[src/rtl/loader_pkg.sv]
// Shared constants and FSM state encodings for the UART program loader.
package loader_pkg;

    localparam logic [7:0]  SYNC_BYTE = 8'hA5;
    localparam int unsigned LEN_W     = 16;

    typedef enum logic [1:0] {
        R_IDLE,
        R_START,
        R_DATA,
        R_STOP
    } rx_state_t;

    typedef enum logic [2:0] {
        L_IDLE,
        L_LEN0,
        L_LEN1,
        L_DATA,
        L_CSUM,
        L_DONE
    } ld_state_t;

endpackage

[src/rtl/uart_rx_byte.sv]
// 8N1 UART receiver: 2-flop synchroniser plus mid-bit sampling FSM.
// Emits one-cycle byte_valid (good stop bit) or frame_err (bad stop bit).
module uart_rx_byte
    import loader_pkg::*;
#(
    parameter int unsigned CLK_HZ = 50_000_000,
    parameter int unsigned BAUD   = 115200
) (
    input  logic       clk,
    input  logic       rst,
    input  logic       uart_rx,
    output logic       byte_valid,
    output logic       frame_err,
    output logic [7:0] rx_byte
);

    localparam int unsigned CLKS_PER_BIT = CLK_HZ / BAUD;
    localparam int unsigned CNT_W        = $clog2(CLKS_PER_BIT + 1);
    localparam logic [CNT_W-1:0] HALF_LAST = CNT_W'(CLKS_PER_BIT / 2 - 1);
    localparam logic [CNT_W-1:0] BIT_LAST  = CNT_W'(CLKS_PER_BIT - 1);

    logic             rx_meta_q, rx_sync_q;
    rx_state_t        state_q, state_d;
    logic [CNT_W-1:0] cnt_q, cnt_d;
    logic [2:0]       bit_q, bit_d;
    logic [7:0]       shift_q, shift_d;
    logic             valid_q, valid_d;
    logic             ferr_q, ferr_d;

    // Synchroniser flops reset to the idle-high line level.
    always_ff @(posedge clk or posedge rst) begin
        if (rst) begin
            rx_meta_q <= 1'b1;
            rx_sync_q <= 1'b1;
            state_q   <= R_IDLE;
            cnt_q     <= '0;
            bit_q     <= '0;
            shift_q   <= '0;
            valid_q   <= 1'b0;
            ferr_q    <= 1'b0;
        end else begin
            rx_meta_q <= uart_rx;
            rx_sync_q <= rx_meta_q;
            state_q   <= state_d;
            cnt_q     <= cnt_d;
            bit_q     <= bit_d;
            shift_q   <= shift_d;
            valid_q   <= valid_d;
            ferr_q    <= ferr_d;
        end
    end

    always_comb begin
        state_d = state_q;
        cnt_d   = cnt_q;
        bit_d   = bit_q;
        shift_d = shift_q;
        valid_d = 1'b0;
        ferr_d  = 1'b0;
        unique case (state_q)
            R_IDLE: begin
                cnt_d = '0;
                bit_d = '0;
                if (!rx_sync_q) state_d = R_START;
            end
            R_START: begin
                if (cnt_q == HALF_LAST) begin
                    cnt_d   = '0;
                    state_d = rx_sync_q ? R_IDLE : R_DATA;
                end else begin
                    cnt_d = cnt_q + 1'b1;
                end
            end
            R_DATA: begin
                if (cnt_q == BIT_LAST) begin
                    cnt_d   = '0;
                    shift_d = {rx_sync_q, shift_q[7:1]};
                    if (bit_q == 3'd7) state_d = R_STOP;
                    else               bit_d   = bit_q + 3'd1;
                end else begin
                    cnt_d = cnt_q + 1'b1;
                end
            end
            R_STOP: begin
                if (cnt_q == BIT_LAST) begin
                    cnt_d   = '0;
                    state_d = R_IDLE;
                    if (rx_sync_q) valid_d = 1'b1;
                    else           ferr_d  = 1'b1;
                end else begin
                    cnt_d = cnt_q + 1'b1;
                end
            end
            default: state_d = R_IDLE;
        endcase
    end

    assign byte_valid = valid_q;
    assign frame_err  = ferr_q;
    assign rx_byte    = shift_q;

endmodule

[src/rtl/uart_program_loader.sv]
// Loads a program image from UART into instruction memory while holding the core.
// Define LOADER_CHECKSUM_EN to require a trailing mod-256 checksum byte.
module uart_program_loader
    import loader_pkg::*;
#(
    parameter int unsigned CLK_HZ      = 50_000_000,
    parameter int unsigned BAUD        = 115200,
    parameter int unsigned ADDR_W      = 8,
    parameter int unsigned TIMEOUT_CYC = 5_000_000
) (
    input  logic              clk,
    input  logic              rst,
    input  logic              uart_rx,
    output logic              imem_we,
    output logic [ADDR_W-1:0] imem_addr,
    output logic [31:0]       imem_wdata,
    output logic              cpu_hold,
    output logic              cpu_rst_pulse,
    output logic              busy,
    output logic              done,
    output logic              error
);

`ifdef LOADER_CHECKSUM_EN
    localparam bit CSUM_EN = 1'b1;
`else
    localparam bit CSUM_EN = 1'b0;
`endif

    localparam int unsigned TO_W = $clog2(TIMEOUT_CYC + 1);
    localparam logic [TO_W-1:0]  TO_LAST   = TO_W'(TIMEOUT_CYC - 1);
    localparam logic [LEN_W:0]   MAX_WORDS = (LEN_W + 1)'(2 ** ADDR_W);

    logic       byte_valid, frame_err;
    logic [7:0] rx_byte;

    uart_rx_byte #(
        .CLK_HZ (CLK_HZ),
        .BAUD   (BAUD)
    ) u_rx (
        .clk        (clk),
        .rst        (rst),
        .uart_rx    (uart_rx),
        .byte_valid (byte_valid),
        .frame_err  (frame_err),
        .rx_byte    (rx_byte)
    );

    ld_state_t         state_q, state_d;
    logic [LEN_W-1:0]  len_q, len_d;
    logic [ADDR_W-1:0] word_idx_q, word_idx_d;
    logic [1:0]        byte_cnt_q, byte_cnt_d;
    logic [23:0]       pack_q, pack_d;
    logic [7:0]        csum_q, csum_d;
    logic [TO_W-1:0]   to_cnt_q, to_cnt_d;
    logic              we_q, we_d;
    logic [ADDR_W-1:0] addr_q, addr_d;
    logic [31:0]       wdata_q, wdata_d;
    logic              hold_q, hold_d;
    logic              pulse_q, pulse_d;
    logic              busy_q, busy_d;
    logic              done_q, done_d;
    logic              error_q, error_d;

    logic              fail, finish, active, last_word;
    logic [LEN_W-1:0]  new_len;

    always_ff @(posedge clk or posedge rst) begin
        if (rst) begin
            state_q    <= L_IDLE;
            len_q      <= '0;
            word_idx_q <= '0;
            byte_cnt_q <= '0;
            pack_q     <= '0;
            csum_q     <= '0;
            to_cnt_q   <= '0;
            we_q       <= 1'b0;
            addr_q     <= '0;
            wdata_q    <= '0;
            hold_q     <= 1'b0;
            pulse_q    <= 1'b0;
            busy_q     <= 1'b0;
            done_q     <= 1'b0;
            error_q    <= 1'b0;
        end else begin
            state_q    <= state_d;
            len_q      <= len_d;
            word_idx_q <= word_idx_d;
            byte_cnt_q <= byte_cnt_d;
            pack_q     <= pack_d;
            csum_q     <= csum_d;
            to_cnt_q   <= to_cnt_d;
            we_q       <= we_d;
            addr_q     <= addr_d;
            wdata_q    <= wdata_d;
            hold_q     <= hold_d;
            pulse_q    <= pulse_d;
            busy_q     <= busy_d;
            done_q     <= done_d;
            error_q    <= error_d;
        end
    end

    always_comb begin
        state_d    = state_q;
        len_d      = len_q;
        word_idx_d = word_idx_q;
        byte_cnt_d = byte_cnt_q;
        pack_d     = pack_q;
        csum_d     = csum_q;
        to_cnt_d   = to_cnt_q;
        we_d       = 1'b0;
        addr_d     = addr_q;
        wdata_d    = wdata_q;
        hold_d     = hold_q;
        pulse_d    = 1'b0;
        busy_d     = busy_q;
        done_d     = done_q;
        error_d    = error_q;
        fail       = 1'b0;
        finish     = 1'b0;
        new_len    = {rx_byte, len_q[7:0]};
        last_word  = ((LEN_W + 1)'(word_idx_q) + 1'b1) == {1'b0, len_q};
        active     = state_q inside {L_LEN0, L_LEN1, L_DATA, L_CSUM};

        unique case (state_q)
            L_IDLE: begin
                if (byte_valid && rx_byte == SYNC_BYTE) begin
                    busy_d     = 1'b1;
                    hold_d     = 1'b1;
                    done_d     = 1'b0;
                    error_d    = 1'b0;
                    word_idx_d = '0;
                    byte_cnt_d = '0;
                    csum_d     = '0;
                    state_d    = L_LEN0;
                end
            end
            L_LEN0: begin
                if (byte_valid) begin
                    len_d[7:0] = rx_byte;
                    state_d    = L_LEN1;
                end
            end
            L_LEN1: begin
                if (byte_valid) begin
                    len_d = new_len;
                    if ({1'b0, new_len} > MAX_WORDS) fail = 1'b1;
                    else if (new_len == '0) begin
                        if (CSUM_EN) state_d = L_CSUM;
                        else         finish  = 1'b1;
                    end else begin
                        state_d = L_DATA;
                    end
                end
            end
            L_DATA: begin
                if (byte_valid) begin
                    csum_d     = csum_q + rx_byte;
                    byte_cnt_d = byte_cnt_q + 2'd1;
                    if (byte_cnt_q == 2'd3) begin
                        we_d       = 1'b1;
                        addr_d     = word_idx_q;
                        wdata_d    = {rx_byte, pack_q};
                        word_idx_d = word_idx_q + 1'b1;
                        if (last_word) begin
                            if (CSUM_EN) state_d = L_CSUM;
                            else         finish  = 1'b1;
                        end
                    end else begin
                        // b0 ends up in the low byte after three shifts.
                        pack_d = {rx_byte, pack_q[23:8]};
                    end
                end
            end
            L_CSUM: begin
                if (byte_valid) begin
                    if (rx_byte == csum_q) finish = 1'b1;
                    else                   fail   = 1'b1;
                end
            end
            L_DONE:  state_d = L_IDLE;
            default: state_d = L_IDLE;
        endcase

        if (active && frame_err) fail = 1'b1;

        // A byte arriving on the expiry cycle clears the counter and wins.
        if (byte_valid || !active) begin
            to_cnt_d = '0;
        end else if (to_cnt_q == TO_LAST) begin
            to_cnt_d = '0;
            fail     = 1'b1;
        end else begin
            to_cnt_d = to_cnt_q + 1'b1;
        end

        // cpu_hold deliberately stays set on failure so a partial image never runs.
        if (fail) begin
            state_d = L_IDLE;
            error_d = 1'b1;
            busy_d  = 1'b0;
        end else if (finish) begin
            state_d = L_DONE;
            pulse_d = 1'b1;
            hold_d  = 1'b0;
            busy_d  = 1'b0;
            done_d  = 1'b1;
        end
    end

    assign imem_we       = we_q;
    assign imem_addr     = addr_q;
    assign imem_wdata    = wdata_q;
    assign cpu_hold      = hold_q;
    assign cpu_rst_pulse = pulse_q;
    assign busy          = busy_q;
    assign done          = done_q;
    assign error         = error_q;

endmodule

[config.mk]
export PLATFORM = sky130hd
export DESIGN_NAME = uart_program_loader
export DESIGN_NICKNAME = d
export VERILOG_FILES = /design/src/rtl/loader_pkg.sv /design/src/rtl/uart_rx_byte.sv /design/src/rtl/uart_program_loader.sv
export SDC_FILE = /design/constraint.sdc
export NUM_CORES = 1
export LEC_CHECK = 0
export CAP_MARGIN = 20
export CORE_MARGIN = 4
export CORE_UTILIZATION = 50
export DETAILED_ROUTE_END_ITERATION = 6
export PLACE_DENSITY_LB_ADDON = 0.1
export SYNTH_ARGS = -nofsm -noshare
export SYNTH_HDL_FRONTEND = slang
export SYNTH_SLANG_ARGS = --single-unit
[constraint.sdc]
create_clock -name clk -period 6.3 [get_ports clk]
set_input_delay 1.26 -clock clk [delete_from_list [all_inputs] [get_ports clk]]
set_output_delay 1.26 -clock clk [all_outputs]
set_load 0.005 [all_outputs]
=== Yosys cells after proc, flatten, opt, wreduce, memory -nomap -nowiden ===
Index checks and enable logic that the tools add are counted.

* Bits in registers: 156
* Input bits: 3
* Output and inout bits: 46
* Word-level logic and storage cells: 169

* Add/sub/neg operators: 7
* $lt $le $gt $ge: 1
* Equality and inequality tests: 30
* Muxes and demuxes: 77
* Bitwise logic cells: 2
* Reductions and logical operators: 28

{| class="wikitable"
|+ Operators with widths
! operator !! number
|-
| $pmux W8 S2 || 3
|-
| $mux W23 || 2
|-
| $mux W1 || 41
|-
| $mux W8 || 5
|-
| $mux W3 || 9
|-
| $pmux W9 S3 || 1
|-
| $add A23 B1 Y23 const B || 1
|-
| $eq A23 B23 Y1 const B || 1
|-
| $mux W9 || 2
|-
| $eq A9 B16 Y1 || 1
|-
| $gt A16 B9 Y1 const B || 1
|-
| $logic_not A16 Y1 || 1
|-
| $mux W2 || 8
|-
| $reduce_and A3 Y1 || 5
|-
| $ne A2 B1 Y1 const B || 6
|-
| $ne A4 B4 Y1 const B || 3
|-
| $pmux W3 S4 || 1
|-
| $add A8 B1 Y9 const B || 1
|-
| $add A9 B1 Y9 const B || 1
|-
| $eq A9 B8 Y1 const B || 1
|-
| $eq A9 B9 Y1 const B || 1
|-
| $add A8 B1 Y8 const B || 1
|-
| $add A8 B8 Y8 || 1
|-
| $eq A8 B8 Y1 || 1
|-
| other kinds (30) || 47
|}

=== Longest topological paths before layout ===
Gate-level depths: netlist of run 1.

* Depth after elaboration: 9
* Mapped depth: 8
* Mapped depth without buffers: 8

=== Cells and area by module ===
Synthesis of run 1 repeated with hierarchy kept, for this count alone.

* Cell total of the unflattened synthesis: 702
* Area, all modules: 7,229.4 um^2

{| class="wikitable"
|+ Modules (own cells, without submodules)
! module !! times used !! cells an instance !! area each (um^2) !! seq. area each (um^2)
|-
| uart_program_loader || 1 || 590 || 5,958.2 || 3,253.1
|-
| uart_rx_byte || 1 || 112 || 1,271.2 || 653.1
|}

=== Worst setup path before layout of run 1 ===
Ideal clock, no wire load.

* Kind: flip-flop to flip-flop
* Start: register u_rx.shift_q[1], in the netlist u_rx.rx_byte[1]
* End: register hold_q, in the netlist cpu_hold
* Setup time: 0.120 ns
* Data arrival time: 2.110 ns
* Data required time: 6.180 ns
* Setup slack: 4.071 ns
* Stages on the path, launching flop included: 7
* Buffers on the path: 0
* Period minus slack after synthesis: 2.229 ns
* Path through: dfrtp_1 or4_4 or3_1 o41ai_1 nand2b_1 o31a_1 o22a_2

* Word-level cells in the longest chain between the ends: 8
* Elaborated cells between the ends (all ways): 23
* Those cells by class: order compare (1); eq/ne (2); mux (18); reduce/logical (2)

{| class="wikitable"
|+ Ends and longest elaborated chain
! what !! RTL line !! source
|-
| start: declaration || uart_rx_byte.sv:26 || <nowiki>logic [7:0] shift_q, shift_d;</nowiki>
|-
| start signal: assignment || uart_rx_byte.sv:47 || <nowiki>shift_q <= shift_d;</nowiki>
|-
| $gt A16 B9 Y1 / $eq A8 B8 Y1 (equally long branches) || uart_program_loader.sv:148, uart_program_loader.sv:178 ||
|-
| $mux W1 (on tied branches) || uart_program_loader.sv:148, uart_program_loader.sv:178 ||
|-
| $mux W1 (on tied branches) || uart_program_loader.sv:146, uart_program_loader.sv:177 ||
|-
| $pmux W1 S2 || uart_program_loader.sv:126 || <nowiki>unique case (state_q)</nowiki>
|-
| $mux W1 || uart_program_loader.sv:186 || <nowiki>if (active && frame_err) fail = 1'b1;</nowiki>
|-
| $mux W1 || uart_program_loader.sv:191 || <nowiki>end else if (to_cnt_q == TO_LAST) begin</nowiki>
|-
| $mux W1 || uart_program_loader.sv:189 || <nowiki>if (byte_valid || !active) begin</nowiki>
|-
| $mux W1 (*) || uart_program_loader.sv:199 || <nowiki>if (fail) begin</nowiki>
|-
| via hold_d || uart_program_loader.sv:59 || <nowiki>logic hold_q, hold_d;</nowiki>
|-
| end signal: assignment || uart_program_loader.sv:96 || <nowiki>hold_q <= hold_d;</nowiki>
|-
| end: declaration || uart_program_loader.sv:59 ||
|}

Mark *: on every way through the listed nets, which the timed path passes. The rest lies on a longest branch.
A chain may end at the register's enable or synchronous reset.

=== Worst setup path after layout of run 1 ===
* Start: register state_q[2]
* End: register word_idx_q[5]

* Word-level cells in the longest chain between the ends: 3
* Elaborated cells between the ends (all ways): 8
* Those cells by class: eq/ne (4); mux (1); reduce/logical (3)

{| class="wikitable"
|+ Ends and longest elaborated chain
! what !! RTL line !! source
|-
| start: declaration || uart_program_loader.sv:49 || <nowiki>ld_state_t state_q, state_d;</nowiki>
|-
| start signal: assignment || uart_program_loader.sv:86 || <nowiki>state_q <= state_d;</nowiki>
|-
| $eq A3 B2 Y1 / $logic_not A3 Y1 (equally long branches) || uart_program_loader.sv:126 ||
|-
| $ne A2 B1 Y1 (no line) (tied with other cells) || n/a ||
|-
| $reduce_and A4 Y1 (no line) || n/a ||
|-
| end signal: assignment || uart_program_loader.sv:88 || <nowiki>word_idx_q <= word_idx_d;</nowiki>
|-
| end: declaration || uart_program_loader.sv:51 || <nowiki>logic [ADDR_W-1:0] word_idx_q, word_idx_d;</nowiki>
|}

Several ways; a longest one is shown, not always the timed one.

==> metrics.txt, run 1 <==
# TYPE chip_impl_metric gauge
chip_impl_info{name="run_status",value="completed"} 1
chip_impl_metric{name="switching_share",unit=""} 0.2077
chip_impl_metric{name="share_of_the_clock_period_used_by_the_worst_path_after_layout",unit=""} 0.4287
chip_impl_metric{name="yosys_warns",unit=""} 0
chip_impl_metric{name="final_nets",unit=""} 732
chip_impl_info{name="worst_setup_path_end_kind",value="register"} 1
chip_impl_info{name="netlist.top_cell.by_area",value="sky130_fd_sc_hd__dfrtp_1"} 1
chip_impl_info{name="ctsRootBufferMaster",value="sky130_fd_sc_hd__clkbuf_16"} 1
chip_impl_metric{name="cts.repair_timing.setup_buffer_count",unit=""} 0
chip_impl_metric{name="detailed_place.area",unit="um^2"} 7711
chip_impl_metric{name="detail_route.wl_per_cell",unit="um"} 15.14
chip_impl_metric{name="dpl.hpwl",unit="um"} 8959
chip_impl_metric{name="yosys.cell_types.count",unit=""} 54
chip_impl_metric{name="grt_first_pass_wirelength",unit="um"} 23370
chip_impl_metric{name="average_footprint_of_a_synthesized_cell",unit="um^2"} 10.59
chip_impl_metric{name="clock_skew",unit="ps"} 7.255
chip_impl_metric{name="timing_worst_slew_pin_value",unit="ps"} 832.1
chip_impl_metric{name="design_area",unit="um^2"} 8347
chip_impl_metric{name="cts-buffers-inserted",unit=""} 17
chip_impl_metric{name="setup_tns",unit="ps"} 0
chip_impl_metric{name="synthArstFlopShare",unit=""} 1.000
chip_impl_metric{name="core_area",unit="um^2"} 13880
chip_impl_metric{name="intPower",unit="mW"} 1.641
chip_impl_metric{name="filler_cell_count",unit=""} 1133
chip_impl_metric{name="yosysSeqAreaShare",unit=""} 0.5515
chip_impl_info{name="cts_tree",value="done"} 1
chip_impl_info{name="final_common_cell",value="sky130_fd_sc_hd__dfrtp_1"} 1
chip_impl_metric{name="max_stage_delay",unit="ps"} 630
chip_impl_metric{name="signal_arrival_time_at_the_worst_endpoint",unit="ps"} 2990
chip_impl_metric{name="route.detailed.vias_per_inst",unit=""} 5.363
chip_impl_metric{name="worst_ep_required_time",unit="ps"} 6590
chip_impl_metric{name="worstPathBufferInverterCount",unit=""} 2
chip_impl_metric{name="insertedDiodeCount",unit=""} 0
chip_impl_info{name="synth_ff_type",value="sky130_fd_sc_hd__dfrtp_1"} 1
chip_impl_metric{name="number_of_drc_markers_in_iteration_0",unit=""} 302
chip_impl_metric{name="vias_in_the_first_global_route",unit=""} 4822
chip_impl_metric{name="clock_latency",unit="ps"} 420
chip_impl_metric{name="max_freq",unit="GHz"} 0.3703
chip_impl_metric{name="groute.usage.overall",unit=""} 0.1798
chip_impl_info{name="timing.critical_path.from_type",value="register"} 1
chip_impl_metric{name="drive_above_1_share",unit=""} 0.1391
chip_impl_metric{name="post_synth_instance_area",unit="um^2"} 7083
chip_impl_metric{name="combPwrFrac",unit=""} 0.011
chip_impl_metric{name="die_x",unit="um"} 127.0
chip_impl_info{name="worst-setup-path-type",value="register to register"} 1
chip_impl_metric{name="floorplan.die_area",unit="um^2"} 16130
chip_impl_metric{name="syn2layout_area_growth",unit="%"} 17.84
chip_impl_metric{name="cts.hold.buffers_added",unit=""} 0
chip_impl_metric{name="cts.sinks",unit=""} 156
chip_impl_metric{name="post-route-drc-count",unit=""} 0
chip_impl_metric{name="floorplan.initialDensity",unit=""} 0.5103
chip_impl_metric{name="synth_fp_nets",unit=""} 688
chip_impl_metric{name="finalSetupViolCount",unit=""} 0
chip_impl_info{name="timing.critical_path.cells",value="and3b_1 -> and2_1 -> nand2_1 -> buf_4 -> inv_2 -> and2_1 -> o21ai_0 -> o31ai_1"} 1
chip_impl_metric{name="clk_path_buf_depth",unit=""} 2
chip_impl_metric{name="relSlewSlack",unit=""} 0.4453
chip_impl_metric{name="std_cell_rows",unit=""} 43
chip_impl_info{name="worstHoldPathType",value="register to register"} 1
chip_impl_metric{name="timing_max_transition_violations_final",unit=""} 0
chip_impl_metric{name="overflow_left_after_global_routing",unit=""} 0
chip_impl_info{name="layout_common_cells",value="154 x sky130_fd_sc_hd__dfrtp_1, 152 x sky130_fd_sc_hd__nand2_1, 50 x sky130_fd_sc_hd__mux2_2"} 1
chip_impl_metric{name="number_of_register_bits_inferred_by_synthesis",unit=""} 156
chip_impl_info{name="crit_top_cell",value="sky130_fd_sc_hd__and2_1"} 1
chip_impl_metric{name="gp_routability_congestion",unit=""} 0.8159
chip_impl_metric{name="wl",unit="um"} 13720
chip_impl_metric{name="first_pass_iters",unit=""} 4
chip_impl_metric{name="max_ir_drop_vdd",unit="V"} 0.0001802
chip_impl_metric{name="synth_edf_count",unit=""} 0
chip_impl_metric{name="cp_max_fo",unit=""} 47
chip_impl_metric{name="vias",unit=""} 4859
chip_impl_metric{name="cts-resized-gates",unit=""} 0
chip_impl_metric{name="timing_hold_violations_final",unit=""} 0
chip_impl_info{name="rsz0062_at_grt",value="no"} 1
chip_impl_metric{name="io_pins",unit=""} 49
chip_impl_metric{name="max_cap_viol_count",unit=""} 0
chip_impl_info{name="cell_with_the_largest_stage_delay_on_the_worst_path",value="sky130_fd_sc_hd__dfrtp_1"} 1
chip_impl_metric{name="grt_antenna_before_repair",unit=""} 0
chip_impl_metric{name="power-per-cell-area",unit="nW/um^2"} 248.1
chip_impl_metric{name="clkPwrFrac",unit=""} 0.504
chip_impl_metric{name="syn_inst",unit=""} 669
chip_impl_metric{name="largest_net_degree_at_the_start_of_global_routing",unit=""} 109
chip_impl_metric{name="p_leak",unit="nW"} 4.016
chip_impl_metric{name="port-buffer-count",unit=""} 48
chip_impl_metric{name="clk_transition_reported_paths",unit="ps"} 60
chip_impl_metric{name="finalCriticalPeriod",unit="ps"} 2701
chip_impl_info{name="critical-path-top-delay-family",value="simple AND/OR/NAND/NOR gates"} 1
chip_impl_info{name="synth_area_leaders",value="sky130_fd_sc_hd__dfrtp_1 54%, sky130_fd_sc_hd__nand2_1 8.1%, sky130_fd_sc_hd__mux2_2 7.9%, sky130_fd_sc_hd__xor2_1 3.7%, sky130_fd_sc_hd__ha_1 2.6%"} 1
chip_impl_metric{name="switching_power_summed_over_all_nets",unit="mW"} 0.4301
chip_impl_metric{name="p_seq_frac",unit=""} 0.485
chip_impl_metric{name="die_height",unit="um"} 127.0
chip_impl_metric{name="share_of_the_synthesized_area_in_the_top_cell_type",unit=""} 0.5441
chip_impl_metric{name="antenna_left",unit=""} 0
chip_impl_metric{name="h_tree_depth",unit=""} 4
logic make-up after synthesis:
| kind of cell | after synthesis | synth area share |
|---|---|---|
| multiplexers | 50 | 0.07949 |
| AND/OR/NAND/NOR | 296 | 0.1984 |
| adder cells (fa/ha/maj) | 16 | 0.02932 |
| XOR/XNOR | 50 | 0.06183 |
| flip-flops | 156 | 0.5515 |
| buffers and inverters | 38 | 0.02155 |
| AO/OA/AOI/OAI | 63 | 0.05794 |
state kept, by name, indices dropped and copies added (netlist names), 3 cells and up, named ones only:
register      count
imem_addr         8
pack_q           24
len_q            16
to_cnt_q         23
u_rx.rx_byte      8
u_rx.bit_q        3
imem_wdata       32
state_q           3
csum_q            8
u_rx.cnt_q        9
word_idx_q        8
power groups by stage:
stage	combinational (mW)	sequential [mW]	clock [mW]
6_report	0.0230	1.00	1.04
5_1_grt	0.0280	1.00	1.11
4_1_cts	0.0227	1.00	1.07
3_5_place_dp	0.0227	1.02	0
3_3_place_gp	0.0222	1.02	0
2_1_floorplan	0.0147	1.02	0
cell usage after synthesis, types with 3 or more instances:
library cell	instances
sky130_fd_sc_hd__dfrtp_1	154
sky130_fd_sc_hd__nand2_1	152
sky130_fd_sc_hd__mux2_2	50
sky130_fd_sc_hd__nor2_1	45
sky130_fd_sc_hd__xor2_1	30
sky130_fd_sc_hd__o21ai_0	24
sky130_fd_sc_hd__xnor2_1	20
sky130_fd_sc_hd__clkbuf_1	18
sky130_fd_sc_hd__nand3_1	18
sky130_fd_sc_hd__ha_1	15
sky130_fd_sc_hd__a21oi_1	10
sky130_fd_sc_hd__and3_1	9
sky130_fd_sc_hd__inv_1	9
sky130_fd_sc_hd__nor3_1	9
sky130_fd_sc_hd__buf_2	8
sky130_fd_sc_hd__nand4_1	8
sky130_fd_sc_hd__nor4_1	8
sky130_fd_sc_hd__and4_1	7
sky130_fd_sc_hd__nor2b_1	7
sky130_fd_sc_hd__a22o_1	6
sky130_fd_sc_hd__nand2b_1	6
sky130_fd_sc_hd__nor3b_1	5
sky130_fd_sc_hd__o31ai_1	4
sky130_fd_sc_hd__nor4b_1	3
sky130_fd_sc_hd__o21bai_1	3
sky130_fd_sc_hd__o41ai_1	3
layout make-up:
| cell class | instances | area (um^2) | area share |
|---|---|---|---|
| Clock inverter | 14 | 168.9 | 0.02024 |
| Sequential cell | 156 | 3906 | 0.4680 |
| Clock buffer | 18 | 439.2 | 0.05262 |
| Inverter | 10 | 42.54 | 0.005097 |
| Timing Repair Buffer | 53 | 538.0 | 0.06446 |
| Multi-Input combinational cell | 475 | 3027 | 0.3626 |
| Tap cell | 180 | 225.2 | 0.02698 |
worst paths after layout:
kind,start,to,slack [ps],cells past startpoint
max in group asynchronous,rst,pack_q[3],3890,4
min in group asynchronous,rst,to_cnt_q[5],1090,2
max reg2reg,state_q[2],word_idx_q[5],3600,8
min reg2reg,u_rx.rx_meta_q,u_rx.rx_sync_q,360,0
max,state_q[2],word_idx_q[5],3600,8
min,u_rx.rx_meta_q,u_rx.rx_sync_q,360,0
per-layer routing:
layer	global-route usage	part of all wire	vias up
met5	0	0	-
met4	0.06435	0.012	0
met3	0.04766	0.041	13
met2	0.2852	0.47	91
met1	0.2404	0.47	2378
li1	-	-	2377
per-stage QoR:
stage | power, mW | hold WS, ps | setup slack (ps) | instances | util
6_report | 2.071 | 357.4 | 3599 | 906 | 0.6013
3_5_place_dp | 1.045 | 348.7 | 3125 | 873 | 0.5555
5_1_grt | 2.143 | 363.7 | 3353 | 906 | 0.6013
4_1_cts | 2.093 | 358.0 | 3534 | 905 | 0.5993
3_3_place_gp | 1.044 | 350.3 | 3153 | 873 | 0.5555
2_1_floorplan | 1.037 | 345.2 | 836.8 | 669 | -
No activity file was read; power rests on OpenSTA's default activity.
==> inputs of run 2 (changes only) <==
==> constraint.sdc (replaced) <==
create_clock -name clk -period 2.3 [get_ports clk]
set_input_delay 0.46 -clock clk [delete_from_list [all_inputs] [get_ports clk]]
set_output_delay 0.46 -clock clk [all_outputs]
set_load 0.005 [all_outputs]
==> run 2 against run 1 <==
Power grew to 2.7 times the previous value; utilization grew 2.2 points; register-to-register slack worse by 3600 ps; sequential cell count unchanged; die area did not move; critical path depth fell by 2; wire length is 5.9% higher; hold slack got worse by 1.8 ps; final cell count rose by 3.8%; sequential share of layout area is 1.7 points lower; critical endpoint is now state_q[1].
==> metrics.txt, run 2 (synthesis gave the netlist of run 1 again) <==
# TYPE chip_impl_metric gauge
chip_impl_metric{name="drive_above_1_share",unit=""} 0.1855
chip_impl_metric{name="combPwrFrac",unit=""} 0.012
chip_impl_metric{name="post-route-drc-count",unit=""} 0
chip_impl_metric{name="signal_arrival_time_at_the_worst_endpoint",unit="ps"} 2600
chip_impl_info{name="final_common_cell",value="sky130_fd_sc_hd__dfrtp_1"} 1
chip_impl_metric{name="floorplan.die_area",unit="um^2"} 16130
chip_impl_metric{name="cts.hold.buffers_added",unit=""} 0
chip_impl_metric{name="finalCriticalPeriod",unit="ps"} 2273
chip_impl_metric{name="die_x",unit="um"} 127.0
chip_impl_metric{name="relSlewSlack",unit=""} 0.5519
chip_impl_metric{name="overflow_left_after_global_routing",unit=""} 0
chip_impl_metric{name="vias_in_the_first_global_route",unit=""} 5031
chip_impl_metric{name="port-buffer-count",unit=""} 48
chip_impl_metric{name="insertedDiodeCount",unit=""} 0
chip_impl_metric{name="vias",unit=""} 5013
chip_impl_metric{name="final_nets",unit=""} 766
chip_impl_info{name="layout_common_cells",value="154 x sky130_fd_sc_hd__dfrtp_1, 152 x sky130_fd_sc_hd__nand2_1, 50 x sky130_fd_sc_hd__mux2_2"} 1
chip_impl_metric{name="first_pass_iters",unit=""} 4
chip_impl_metric{name="detail_route.wl_per_cell",unit="um"} 15.46
chip_impl_metric{name="wl",unit="um"} 14530
chip_impl_metric{name="filler_cell_count",unit=""} 1143
chip_impl_metric{name="antenna_left",unit=""} 0
chip_impl_metric{name="grt_antenna_before_repair",unit=""} 0
chip_impl_info{name="timing.critical_path.from_type",value="register"} 1
chip_impl_metric{name="finalSetupViolCount",unit=""} 0
chip_impl_metric{name="cp_max_fo",unit=""} 8
chip_impl_metric{name="p_seq_frac",unit=""} 0.491
chip_impl_metric{name="intPower",unit="mW"} 4.426
chip_impl_metric{name="syn2layout_area_growth",unit="%"} 22.22
chip_impl_metric{name="setup_tns",unit="ps"} 0
chip_impl_metric{name="cts-buffers-inserted",unit=""} 17
chip_impl_info{name="worst_setup_path_end_kind",value="register"} 1
chip_impl_metric{name="p_leak",unit="nW"} 4.196
chip_impl_metric{name="timing_hold_violations_final",unit=""} 0
chip_impl_info{name="worstHoldPathType",value="register to register"} 1
chip_impl_metric{name="timing_worst_slew_pin_value",unit="ps"} 670.8
chip_impl_info{name="run_status",value="completed"} 1
chip_impl_metric{name="clock_skew",unit="ps"} 7.824
chip_impl_metric{name="clk_path_buf_depth",unit=""} 2
chip_impl_metric{name="max_freq",unit="GHz"} 0.4399
chip_impl_metric{name="largest_register_ffs",unit=""} 32
chip_impl_metric{name="dpl.hpwl",unit="um"} 9910
chip_impl_metric{name="cts.sinks",unit=""} 156
chip_impl_metric{name="largest_net_degree_at_the_start_of_global_routing",unit=""} 63
chip_impl_metric{name="grt_first_pass_wirelength",unit="um"} 24920
chip_impl_metric{name="clkPwrFrac",unit=""} 0.497
chip_impl_metric{name="switching_share",unit=""} 0.2093
chip_impl_metric{name="number_of_drc_markers_in_iteration_0",unit=""} 282
chip_impl_metric{name="postLayoutCoreUtil",unit=""} 0.6237
chip_impl_metric{name="die_height",unit="um"} 127.0
chip_impl_info{name="worst-setup-path-type",value="register to register"} 1
chip_impl_metric{name="power-per-cell-area",unit="nW/um^2"} 646.5
chip_impl_metric{name="max_cap_viol_count",unit=""} 0
chip_impl_metric{name="groute.usage.overall",unit=""} 0.1915
chip_impl_metric{name="io_pins",unit=""} 49
chip_impl_metric{name="clock_latency",unit="ps"} 420
chip_impl_metric{name="switching_power_summed_over_all_nets",unit="mW"} 1.171
chip_impl_metric{name="max_ir_drop_vdd",unit="V"} 0.0004316
chip_impl_metric{name="core_area",unit="um^2"} 13880
chip_impl_metric{name="route.detailed.vias_per_inst",unit=""} 5.333
chip_impl_info{name="cts_tree",value="done"} 1
chip_impl_metric{name="std_cell_rows",unit=""} 43
chip_impl_metric{name="worst_ep_required_time",unit="ps"} 2630
chip_impl_metric{name="clk_transition_reported_paths",unit="ps"} 60
chip_impl_metric{name="h_tree_depth",unit=""} 4
chip_impl_info{name="rsz0062_at_grt",value="yes"} 1
chip_impl_metric{name="gp_routability_congestion",unit=""} 0.8555
chip_impl_metric{name="timing_max_transition_violations_final",unit=""} 0
chip_impl_info{name="ctsRootBufferMaster",value="sky130_fd_sc_hd__clkbuf_16"} 1
chip_impl_metric{name="share_of_the_clock_period_used_by_the_worst_path_after_layout",unit=""} 0.9884
chip_impl_metric{name="floorplan.initialDensity",unit=""} 0.5103
## run 2: worst paths after layout
check	cells after the start	slack, ps	to	startpoint
max	6	30	state_q[1]	u_rx.rx_byte[4]
min	0	360	u_rx.rx_sync_q	u_rx.rx_meta_q
max reg2reg	6	30	state_q[1]	u_rx.rx_byte[4]
min reg2reg	0	360	u_rx.rx_sync_q	u_rx.rx_meta_q
max in group asynchronous	3	1300	u_rx.rx_byte[6]	rst
min in group asynchronous	2	370	u_rx.cnt_q[0]	rst
## run 2: routing by layer
layer  GRT usage  vias up  routed length, um
met3     0.04724       19                557
met4     0.05615        0                188
met2      0.3020       81               6992
met5           0        -                  0
li1            -     2452                  -
met1      0.2655     2461               6792
## run 2: layout make-up
class,instances,area (um^2),area share
Sequential cell,156,3906,0.4512
Tap cell,180,225.2,0.02602
Timing Repair Buffer,87,823.3,0.09510
Clock buffer,20,456.7,0.05275
Inverter,10,41.29,0.004769
Multi-Input combinational cell,475,3065,0.3541
Clock inverter,12,138.9,0.01604
## run 2: stage by stage
stage	instances	instance area [um^2]	total power, mW	hold slack (ps)	worst slack [ps]
6_report	940	8657	5.597	355.6	26.62
4_1_cts	939	8623	5.662	357.4	16.57
5_1_grt	940	8657	5.802	360.5	-72.40
2_1_floorplan	669	7087	2.840	345.2	-131.3
3_3_place_gp	906	8008	2.870	347.4	54.26
3_5_place_dp	906	8008	2.871	347.2	-61.68
## run 2: what timing repair did
| item | in CTS | in global routing |
|---|---|---|
| pin swaps | 1 | 8 |
| gates resized for setup | 2 | 5 |
| buffers inserted | 1 | 1 |
| endpoints found under the setup margin | 3 | 6 |
## run 2: power groups by stage
stage / registers (mW) / clock network, mW / logic [mW]
floorplan: 2.80 / 0 / 0.0407
global placement: 2.80 / 0 / 0.0710
detailed placement: 2.80 / 0 / 0.0718
CTS: 2.75 / 2.84 / 0.0723
global route: 2.75 / 2.98 / 0.0802
finish: 2.75 / 2.78 / 0.0674
## run 2: critical path, cell delays in order (launching register included)
cell                      delay, ps
sky130_fd_sc_hd__dfrtp_1        370
sky130_fd_sc_hd__or4_4          550
sky130_fd_sc_hd__or3_4          400
sky130_fd_sc_hd__a21oi_2        120
sky130_fd_sc_hd__nor2_1          60
sky130_fd_sc_hd__a221o_2        400
sky130_fd_sc_hd__nor4b_4        290
==> inputs of run 3 (changes only) <==
--- a/config.mk
+++ b/config.mk
@@ -6,10 +6,13 @@
 export NUM_CORES = 1
 export LEC_CHECK = 0
 export CAP_MARGIN = 20
+export CELL_PAD_IN_SITES_DETAIL_PLACEMENT = 0
+export CELL_PAD_IN_SITES_GLOBAL_PLACEMENT = 1
 export CORE_MARGIN = 4
-export CORE_UTILIZATION = 50
+export CORE_UTILIZATION = 42
 export DETAILED_ROUTE_END_ITERATION = 6
 export PLACE_DENSITY_LB_ADDON = 0.1
 export SYNTH_ARGS = -nofsm -noshare
 export SYNTH_HDL_FRONTEND = slang
 export SYNTH_SLANG_ARGS = --single-unit
+export TNS_END_PERCENT = 100
==> run 3 against run 2 <==
Die area increased by 18%; sequential power about the same; sequential share of layout area down 0.49 points; first-iteration DRC count is 33% lower; sequential cell count unchanged; wire length increased by 2.9%; hold slack improved by 1.3 ps.
==> metrics.txt, run 3 (synthesis gave the netlist of run 1 again) <==
# TYPE chip_impl_metric gauge
chip_impl_metric{name="vias_in_the_first_global_route",unit=""} 4984
chip_impl_metric{name="signal_arrival_time_at_the_worst_endpoint",unit="ps"} 2590
chip_impl_metric{name="hold_slack",unit="ps"} 356.9
chip_impl_metric{name="timing_worst_slew_pin_value",unit="ps"} 422.2
chip_impl_metric{name="core_area",unit="um^2"} 16580
chip_impl_metric{name="power-per-cell-area",unit="nW/um^2"} 647.0
chip_impl_metric{name="p_leak",unit="nW"} 4.185
chip_impl_metric{name="syn2layout_area_growth",unit="%"} 23.56
chip_impl_metric{name="intPower",unit="mW"} 4.417
chip_impl_metric{name="postLayoutCoreUtil",unit=""} 0.5278
chip_impl_info{name="layout_common_cells",value="154 x sky130_fd_sc_hd__dfrtp_1, 152 x sky130_fd_sc_hd__nand2_1, 50 x sky130_fd_sc_hd__mux2_2"} 1
chip_impl_metric{name="floorplan.die_area",unit="um^2"} 19010
chip_impl_info{name="busiest_layer",value="met2"} 1
chip_impl_metric{name="largest_register_ffs",unit=""} 32
chip_impl_metric{name="switching_share",unit=""} 0.2200
chip_impl_metric{name="stdcell_count",unit=""} 977
chip_impl_info{name="timing.critical_path.from_type",value="register"} 1
chip_impl_metric{name="pre_cts_ws",unit="ps"} 3.759
chip_impl_metric{name="cts.sinks",unit=""} 156
chip_impl_metric{name="clk_transition_reported_paths",unit="ps"} 60
chip_impl_metric{name="p_seq_frac",unit=""} 0.485
chip_impl_metric{name="overflow_left_after_global_routing",unit=""} 0
chip_impl_metric{name="port-buffer-count",unit=""} 48
chip_impl_metric{name="floorplan.initialDensity",unit=""} 0.4271
chip_impl_metric{name="wl",unit="um"} 14950
chip_impl_metric{name="detail_route.wl_per_cell",unit="um"} 15.30
chip_impl_metric{name="finalCriticalPeriod",unit="ps"} 2270
chip_impl_metric{name="number_of_drc_markers_in_iteration_0",unit=""} 188
chip_impl_info{name="rsz0062_at_grt",value="yes"} 1
chip_impl_metric{name="clock_latency",unit="ps"} 420
chip_impl_metric{name="setup_tns",unit="ps"} 0
chip_impl_metric{name="die_height",unit="um"} 137.9
chip_impl_metric{name="max_cap_viol_count",unit=""} 0
chip_impl_info{name="cts_tree",value="done"} 1
chip_impl_metric{name="finalSetupViolCount",unit=""} 0
chip_impl_metric{name="numPlacedInstances",unit=""} 944
chip_impl_metric{name="insertedDiodeCount",unit=""} 0
chip_impl_metric{name="antenna_left",unit=""} 0
chip_impl_metric{name="io_pins",unit=""} 49
chip_impl_metric{name="first_pass_iters",unit=""} 4
chip_impl_metric{name="combPwrFrac",unit=""} 0.013
chip_impl_metric{name="cts-buffers-inserted",unit=""} 17
chip_impl_metric{name="worst_ep_required_time",unit="ps"} 2620
chip_impl_metric{name="final_nets",unit=""} 763
chip_impl_metric{name="vias",unit=""} 4954
chip_impl_info{name="ctsRootBufferMaster",value="sky130_fd_sc_hd__clkbuf_16"} 1
chip_impl_metric{name="gp_routability_congestion",unit=""} 0.8109
chip_impl_info{name="final_common_cell",value="sky130_fd_sc_hd__dfrtp_1"} 1
chip_impl_metric{name="relSlewSlack",unit=""} 0.7164
chip_impl_metric{name="clkPwrFrac",unit=""} 0.502
chip_impl_metric{name="grt_first_pass_wirelength",unit="um"} 25150
chip_impl_metric{name="clock_skew",unit="ps"} 9.197
chip_impl_metric{name="post-route-drc-count",unit=""} 0
chip_impl_metric{name="drive_above_1_share",unit=""} 0.1915
chip_impl_metric{name="timing_hold_violations_final",unit=""} 0
chip_impl_metric{name="max_ir_drop_vdd",unit="V"} 0.0005118
chip_impl_metric{name="finalWorstSetupSlack",unit="ps"} 29.67
chip_impl_metric{name="largest_net_degree_at_the_start_of_global_routing",unit=""} 51
chip_impl_metric{name="dpl.hpwl",unit="um"} 10280
chip_impl_metric{name="h_tree_depth",unit=""} 4
chip_impl_metric{name="clk_path_buf_depth",unit=""} 2
chip_impl_metric{name="grtUsageMet3",unit=""} 0.03374
chip_impl_info{name="worst-setup-path-type",value="register to register"} 1
chip_impl_metric{name="share_of_the_clock_period_used_by_the_worst_path_after_layout",unit=""} 0.9871
chip_impl_info{name="worstHoldPathType",value="register to register"} 1
chip_impl_metric{name="grt_antenna_before_repair",unit=""} 0
chip_impl_metric{name="gr-usage-met2",unit=""} 0.2747
chip_impl_info{name="worst_setup_path_end_kind",value="register"} 1
chip_impl_metric{name="die_x",unit="um"} 137.9
chip_impl_metric{name="groute.usage.overall",unit=""} 0.1678
chip_impl_metric{name="switching_power_summed_over_all_nets",unit="mW"} 1.246
chip_impl_info{name="run_status",value="completed"} 1
chip_impl_metric{name="std_cell_rows",unit=""} 47
chip_impl_metric{name="cp_max_fo",unit=""} 6
chip_impl_metric{name="timing_max_transition_violations_final",unit=""} 0
chip_impl_metric{name="route.detailed.vias_per_inst",unit=""} 5.071
chip_impl_metric{name="grtUsageMet1",unit=""} 0.2213
chip_impl_metric{name="max_freq",unit="GHz"} 0.4405
## run 3: changes by cell type in the layout (fill, tap and decap cells not counted), sizes merged
cell / previous run / this run
clkbuf: 20 / 18
clkinv: 5 / 4
inv: 11 / 14
buf: 39 / 36
## run 3: worst max-delay path, stage by stage (launching register included)
cell	delay [ps]
sky130_fd_sc_hd__dfrtp_1	470
sky130_fd_sc_hd__or4_4	470
sky130_fd_sc_hd__or3_4	400
sky130_fd_sc_hd__o41ai_2	290
sky130_fd_sc_hd__nand2b_1	140
sky130_fd_sc_hd__o31a_1	200
sky130_fd_sc_hd__o22a_2	200
## run 3: final timing paths
kind	start	endpoint	slack (ps)	cells past startpoint
worst max-delay path	u_rx.rx_byte[6]	cpu_hold	30	6
worst min-delay path	u_rx.rx_meta_q	u_rx.rx_sync_q	360	0
worst max register to register	u_rx.rx_byte[6]	cpu_hold	30	6
worst min register to register	u_rx.rx_meta_q	u_rx.rx_sync_q	360	0
max in group asynchronous	rst	u_rx.rx_meta_q	1310	3
min in group asynchronous	rst	csum_q[7]	380	2
## run 3: through the flow
step / power, mW / area, um^2
floorplan: 2.840 / 7087
global placement: 2.875 / 8055
detailed placement: 2.876 / 8055
CTS: 5.744 / 8663
global route: 5.870 / 8752
finish: 5.663 / 8752
## run 3: power groups by stage
stage	Sequential [mW]	Clock [mW]	Combinational (mW)
3_3_place_gp	2.80	0	0.0758
2_1_floorplan	2.80	0	0.0407
4_1_cts	2.75	2.92	0.0768
6_report	2.75	2.84	0.0709
5_1_grt	2.75	3.04	0.0849
3_5_place_dp	2.80	0	0.0769
## run 3: timing repair
item | in CTS | in global routing
setup buffers | 0 | 1
endpoints found under the hold margin | 0 | 0
hold buffers | 0 | 0
gates resized for setup | 1 | 13
setup endpoints to repair | 1 | 9
pin swaps | 0 | 7
## run 3: cell type report
class,instances,area (um^2)
fillers,1495,7831
flip-flops and latches,156,3906
multi-input cells,475,3112
repair buffers,84,817.0
clock buffers,18,439.2
well taps,220,275.3
clock inverters,14,161.4
inverters,10,41.29
## run 3: metal layers
metal / part of all wire / vias to the layer above
met2: 0.49 / 72
met1: 0.46 / 2436
met4: 0.016 / 0
li1: - / 2431
met5: 0 / -
met3: 0.033 / 15
==> patch 1: new RTL, settings of run 2 <==
`csum_q`, `addr_q` and `wdata_q` no longer have a reset.
--- a/src/rtl/uart_program_loader.sv
+++ b/src/rtl/uart_program_loader.sv
@@ -72,11 +72,8 @@
             word_idx_q <= '0;
             byte_cnt_q <= '0;
             pack_q     <= '0;
-            csum_q     <= '0;
             to_cnt_q   <= '0;
             we_q       <= 1'b0;
-            addr_q     <= '0;
-            wdata_q    <= '0;
             hold_q     <= 1'b0;
             pulse_q    <= 1'b0;
             busy_q     <= 1'b0;
@@ -88,17 +85,20 @@
             word_idx_q <= word_idx_d;
             byte_cnt_q <= byte_cnt_d;
             pack_q     <= pack_d;
-            csum_q     <= csum_d;
             to_cnt_q   <= to_cnt_d;
             we_q       <= we_d;
-            addr_q     <= addr_d;
-            wdata_q    <= wdata_d;
             hold_q     <= hold_d;
             pulse_q    <= pulse_d;
             busy_q     <= busy_d;
             done_q     <= done_d;
             error_q    <= error_d;
         end
+    end
+
+    always_ff @(posedge clk) begin
+        csum_q  <= csum_d;
+        addr_q  <= addr_d;
+        wdata_q <= wdata_d;
     end
 
     always_comb begin
Formal check against the unedited RTL: no difference found for any inputs over 10 cycles, from zero or initial values and one cycle with rst high; that may be too few to reach the edited logic, so the function may still have changed.
==> patch 1 against run 2 <==
Critical path type unchanged. Global-route usage decreased by 2.0 points. The run now ends with negative setup slack left. Area after synthesis decreased by 4.0%. Power increased by 1.9%. Sequential power increased by 4%. Sequential share of layout area increased by 4.1 points. Highest routed layer unchanged. Sequential cell count unchanged. Setup slack got worse by 68 ps. Routed wire length decreased by 14%. Final area decreased by 2.7%.
==> patch 1: results <==
set metrics [dict create \
    port_buffers 48 \
    path_delay_family "simple AND/OR/NAND/NOR gates" \
    finClkSkew_ps 5.018 \
    postRouteWirelength_mm 12.48 \
    routed_wire_length_per_instance_um 15.11 \
    avgViaCountPerCell 5.312 \
    post_synthesis_sequential_area_ratio_pct 61.01 \
    finish.net_count 656 \
    cp_slowest_cell "or4_4" \
    vdd_ir_drop_max_uv 385.0 \
    final.setup.tns_ps -89.37 \
    groute.usage.overall_pct 17.15 \
    count_of_placed_standard_cells_including_taps 792 \
    synth_fa_ha_area_share_pct 3.056 \
    critical_path.max_fanout 7 \
    number_of_antenna_violations_at_the_first_check_in_global_routing 0 \
    largest_register_ff_count 32 \
    grt_start_max_net_pins 57 \
    synth_compound_gate_area_share_pct 6.480 \
    cts.root.buffer_cell "clkbuf_16" \
    place_congestion 0.8408 \
    yosys.area_share.xor_xnor_pct 5.228 \
    syn-num-nets 570 \
    wire_length_of_the_first_global_routing_pass_mm 21.51 \
    synth_edf_count 48 \
    pre_cts_ws_ps -83.99 \
    netlist_instances 551 \
    cellLeakagePower_nw 3.490 \
    postSynth.asyncResetShare_pct 69.23 \
    min-delay-path-class "flop to flop" \
    synth.top_cells.by_area "dfrtp_1, edfxtp_1, mux2_2" \
    timing.critical_path.slowest_cell_delay_ps 540 \
    p_int_mw 4.577 \
    ctsLongestPathBuffers 2 \
    num_antenna_cells 0 \
    timing.final.setup_violations 4 \
    ff2ff_path_depth 6 \
    timing.critical_path.arrival_ps 2630 \
    post_dp_cell_area_um2 7747 \
    detailed_place_hpwl_mm 8.618 \
    final_layout_size_suffix_gt1_share_pct 21.23 \
    synthTopCellsByCount "dfrtp_1, nor2_1, edfxtp_1" \
    htree_levels 4 \
    dr.first_iter.drc_count 317 \
    grt_pass1_vias 4447 \
    yosysUniqueCellTypes 57 \
    worst_slack_ps -41.46 \
    synth.area.mux_share_pct 8.082 \
    remaining_max_slew_budget_at_the_tightest_pin_pct 72.16 \
    outcome "finished, violations left" \
    violations "negative setup slack" \
]
[patch 1: changes by cell type after synthesis, sizes merged, moves of 6 or more]
cell and delta:
nand2 -114, dfrtp -48, edfxtp +48, inv +14
buf -9, and4 -7, nor2 +6, xnor2 -6
xor2 -6
[patch 1: final timing paths]
path | startpoint | slack, ps | end
worst max-delay path | u_rx.rx_byte[3] | -40 | busy
worst min-delay path | u_rx.rx_meta_q | 350 | u_rx.rx_sync_q
worst max register to register | u_rx.rx_byte[3] | -40 | busy
worst min register to register | u_rx.rx_meta_q | 350 | u_rx.rx_sync_q
max in group asynchronous | rst | 1500 | u_rx.rx_sync_q
min in group asynchronous | rst | 490 | to_cnt_q[17]
[patch 1: routing by layer]
metal  wire length, µm  share of wire [%]  GRT usage, %  vias to the layer above
met4               289                2.3         7.415                        0
met5                 0                  0             0                        -
met3               463                3.7         4.846                       26
met1              5762                 46         22.87                     2155
li1                  -                  -             -                     2132
met2              5969                 48         26.40                       75
[patch 1: power groups by stage]
stage	registers [mW]	clock network (mW)	logic, mW
floorplan	2.90	0	0.0294
global placement	2.90	0	0.0522
detailed placement	2.90	0	0.0535
CTS	2.85	2.87	0.0535
global route	2.85	3.02	0.0592
finish	2.85	2.80	0.0494
[patch 1: final cells by class]
class,instances,area (µm²)
Fill cell,1016,4871
Sequential cell,156,4148
Multi-Input combinational cell,355,2567
Timing Repair Buffer,83,793.3
Clock buffer,19,432.9
Tap cell,176,220.2
Clock inverter,13,165.2
Inverter,24,97.59
[patch 1: repair_timing]
action                     4_1_cts  5_1_grt
pin swaps                        2        7
setup buffers                    1        1
resized for setup                2       11
cloned                           0        0
setup endpoints to repair        7       21
==> patch 2: new RTL, flow settings as in run 2 <==
Made on the original files. Add a define of `LOADER_CHECKSUM_EN`.
--- a/src/rtl/uart_program_loader.sv
+++ b/src/rtl/uart_program_loader.sv
@@ -1,5 +1,7 @@
 // Loads a program image from UART into instruction memory while holding the core.
 // Define LOADER_CHECKSUM_EN to require a trailing mod-256 checksum byte.
+`define LOADER_CHECKSUM_EN
+
 module uart_program_loader
     import loader_pkg::*;
 #(
Function: same outputs for any inputs over 10 cycles, from zero or initial values and one cycle with rst high; that may be too few to reach the edited logic, so the function may still have changed.
==> patch 2 against run 2 <==
Area after synthesis rose by 1.2%. Largest cell class unchanged. Critical endpoint is now state_q[2]. Routed wire length rose by 4.1%. Clock power fell by 4%. Highest routed layer unchanged. Cell count rose by 1.9%. Sequential cell count did not move. Non-clock buffer count fell by 2. Setup slack improved by 54 ps. Critical path type unchanged. Power fell by 1.8%. Final area rose by 1.4%.
==> patch 2: results <==
set metrics [dict create \
    outcome "finished clean" \
    syn-num-nets 706 \
    finish.net_count 784 \
    postRouteWirelength_mm 15.13 \
    timing.critical_path.arrival_ps 2570 \
    timing.hold.ws_ps 355.9 \
    synthTopCellsByCount "nand2_1, dfrtp_1, nor2_1" \
    finClkSkew_ps 6.656 \
    grt_start_max_net_pins 49 \
    routed_wire_length_per_instance_um 15.79 \
    avgViaCountPerCell 5.480 \
    place_congestion 0.8688 \
    synth.top_cells.by_area "dfrtp_1, nand2_1, mux2_2" \
    post_synthesis_sequential_area_ratio_pct 54.49 \
    netlist_instances 687 \
    detailed_place_hpwl_mm 10.36 \
    post-cts-setup-buffers 0 \
    critical_path.max_fanout 3 \
    wire_length_of_the_first_global_routing_pass_mm 25.86 \
    final_layout_size_suffix_gt1_share_pct 19.15 \
    regToRegEndpoint "state_q[2]" \
    cellLeakagePower_nw 4.239 \
    remaining_max_slew_budget_at_the_tightest_pin_pct 54.85 \
    reg2reg_setup_slack_ps 80 \
    count_of_placed_standard_cells_including_taps 926 \
    yosysUniqueCellTypes 56 \
]
==> patch 2: area by class of cell <==
cell class                 instances  area, µm²
fill                            1146       5210
sequential                       156       3910
multi-input combinational        492       3187
timing repair buffer              85      833.3
clock buffer                      18      439.2
tap                              180      225.2
clock inverter                    14      131.4
inverter                          13      52.55
==> patch 2: what timing repair did <==
item                                    CTS  global route
gates resized for setup                   3            15
endpoints found under the setup margin    2            14
hold endpoints to repair                  0             0
pin swaps                                 0             4
==> patch 2: worst max path at each step <==
stage,slack [ps],startpoint,endpoint,cells after the start
finish,80,u_rx.rx_byte[5],state_q[2],8
global route,-20,word_idx_q[0],state_q[0],8
CTS,0.8,word_idx_q[0],state_q[0],8
detailed placement,-40,len_q[11],state_q[0],8
global placement,50,len_q[11],state_q[0],8
floorplan,-130,rst,asynchronous set/reset pin,1
==> patch 2: cells by family (layout without fill, tap and decap cells) <==
family	Yosys count	after routing	share of synthesized area (%)
adders and majority gates	16	16	2.897
xor gates and xnor gates	50	50	6.108
buffers and inverters	39	130	2.269
and+or+nand+nor	302	302	19.51
DFF	156	156	54.49
muxes	51	51	8.010
AOI/OAI and AO/OA	73	73	6.719
==> patch 2: where the power goes <==
| group | switching, mW | internal, mW | leakage [nW] |
|---|---|---|---|
| logic | 0.0562 | 0.0194 | 1.80 |
| clock network | 1.21 | 1.46 | 0.282 |
| registers | 0.00131 | 2.75 | 2.15 |
| total | 1.27 | 4.22 | 4.24 |
==> patch 2: routing by layer <==
layer	share of wire, %	global-route usage [%]	wire (µm)	vias to the layer above
li1	-	-	-	2516
met2	51	32.59	7690	85
met3	2.6	3.042	398	20
met1	45	25.65	6778	2629
met5	0	0	0	-
met4	1.7	7.241	257	0
==> patch 2: critical path, cell delays in order, from the launching register on <==
cell	delay, ps
dfrtp_1	390
ha_1	320
nor4_1	280
nand3_1	190
nor3_4	260
inv_2	60
a21oi_2	130
or3b_1	380
a21oi_2	130
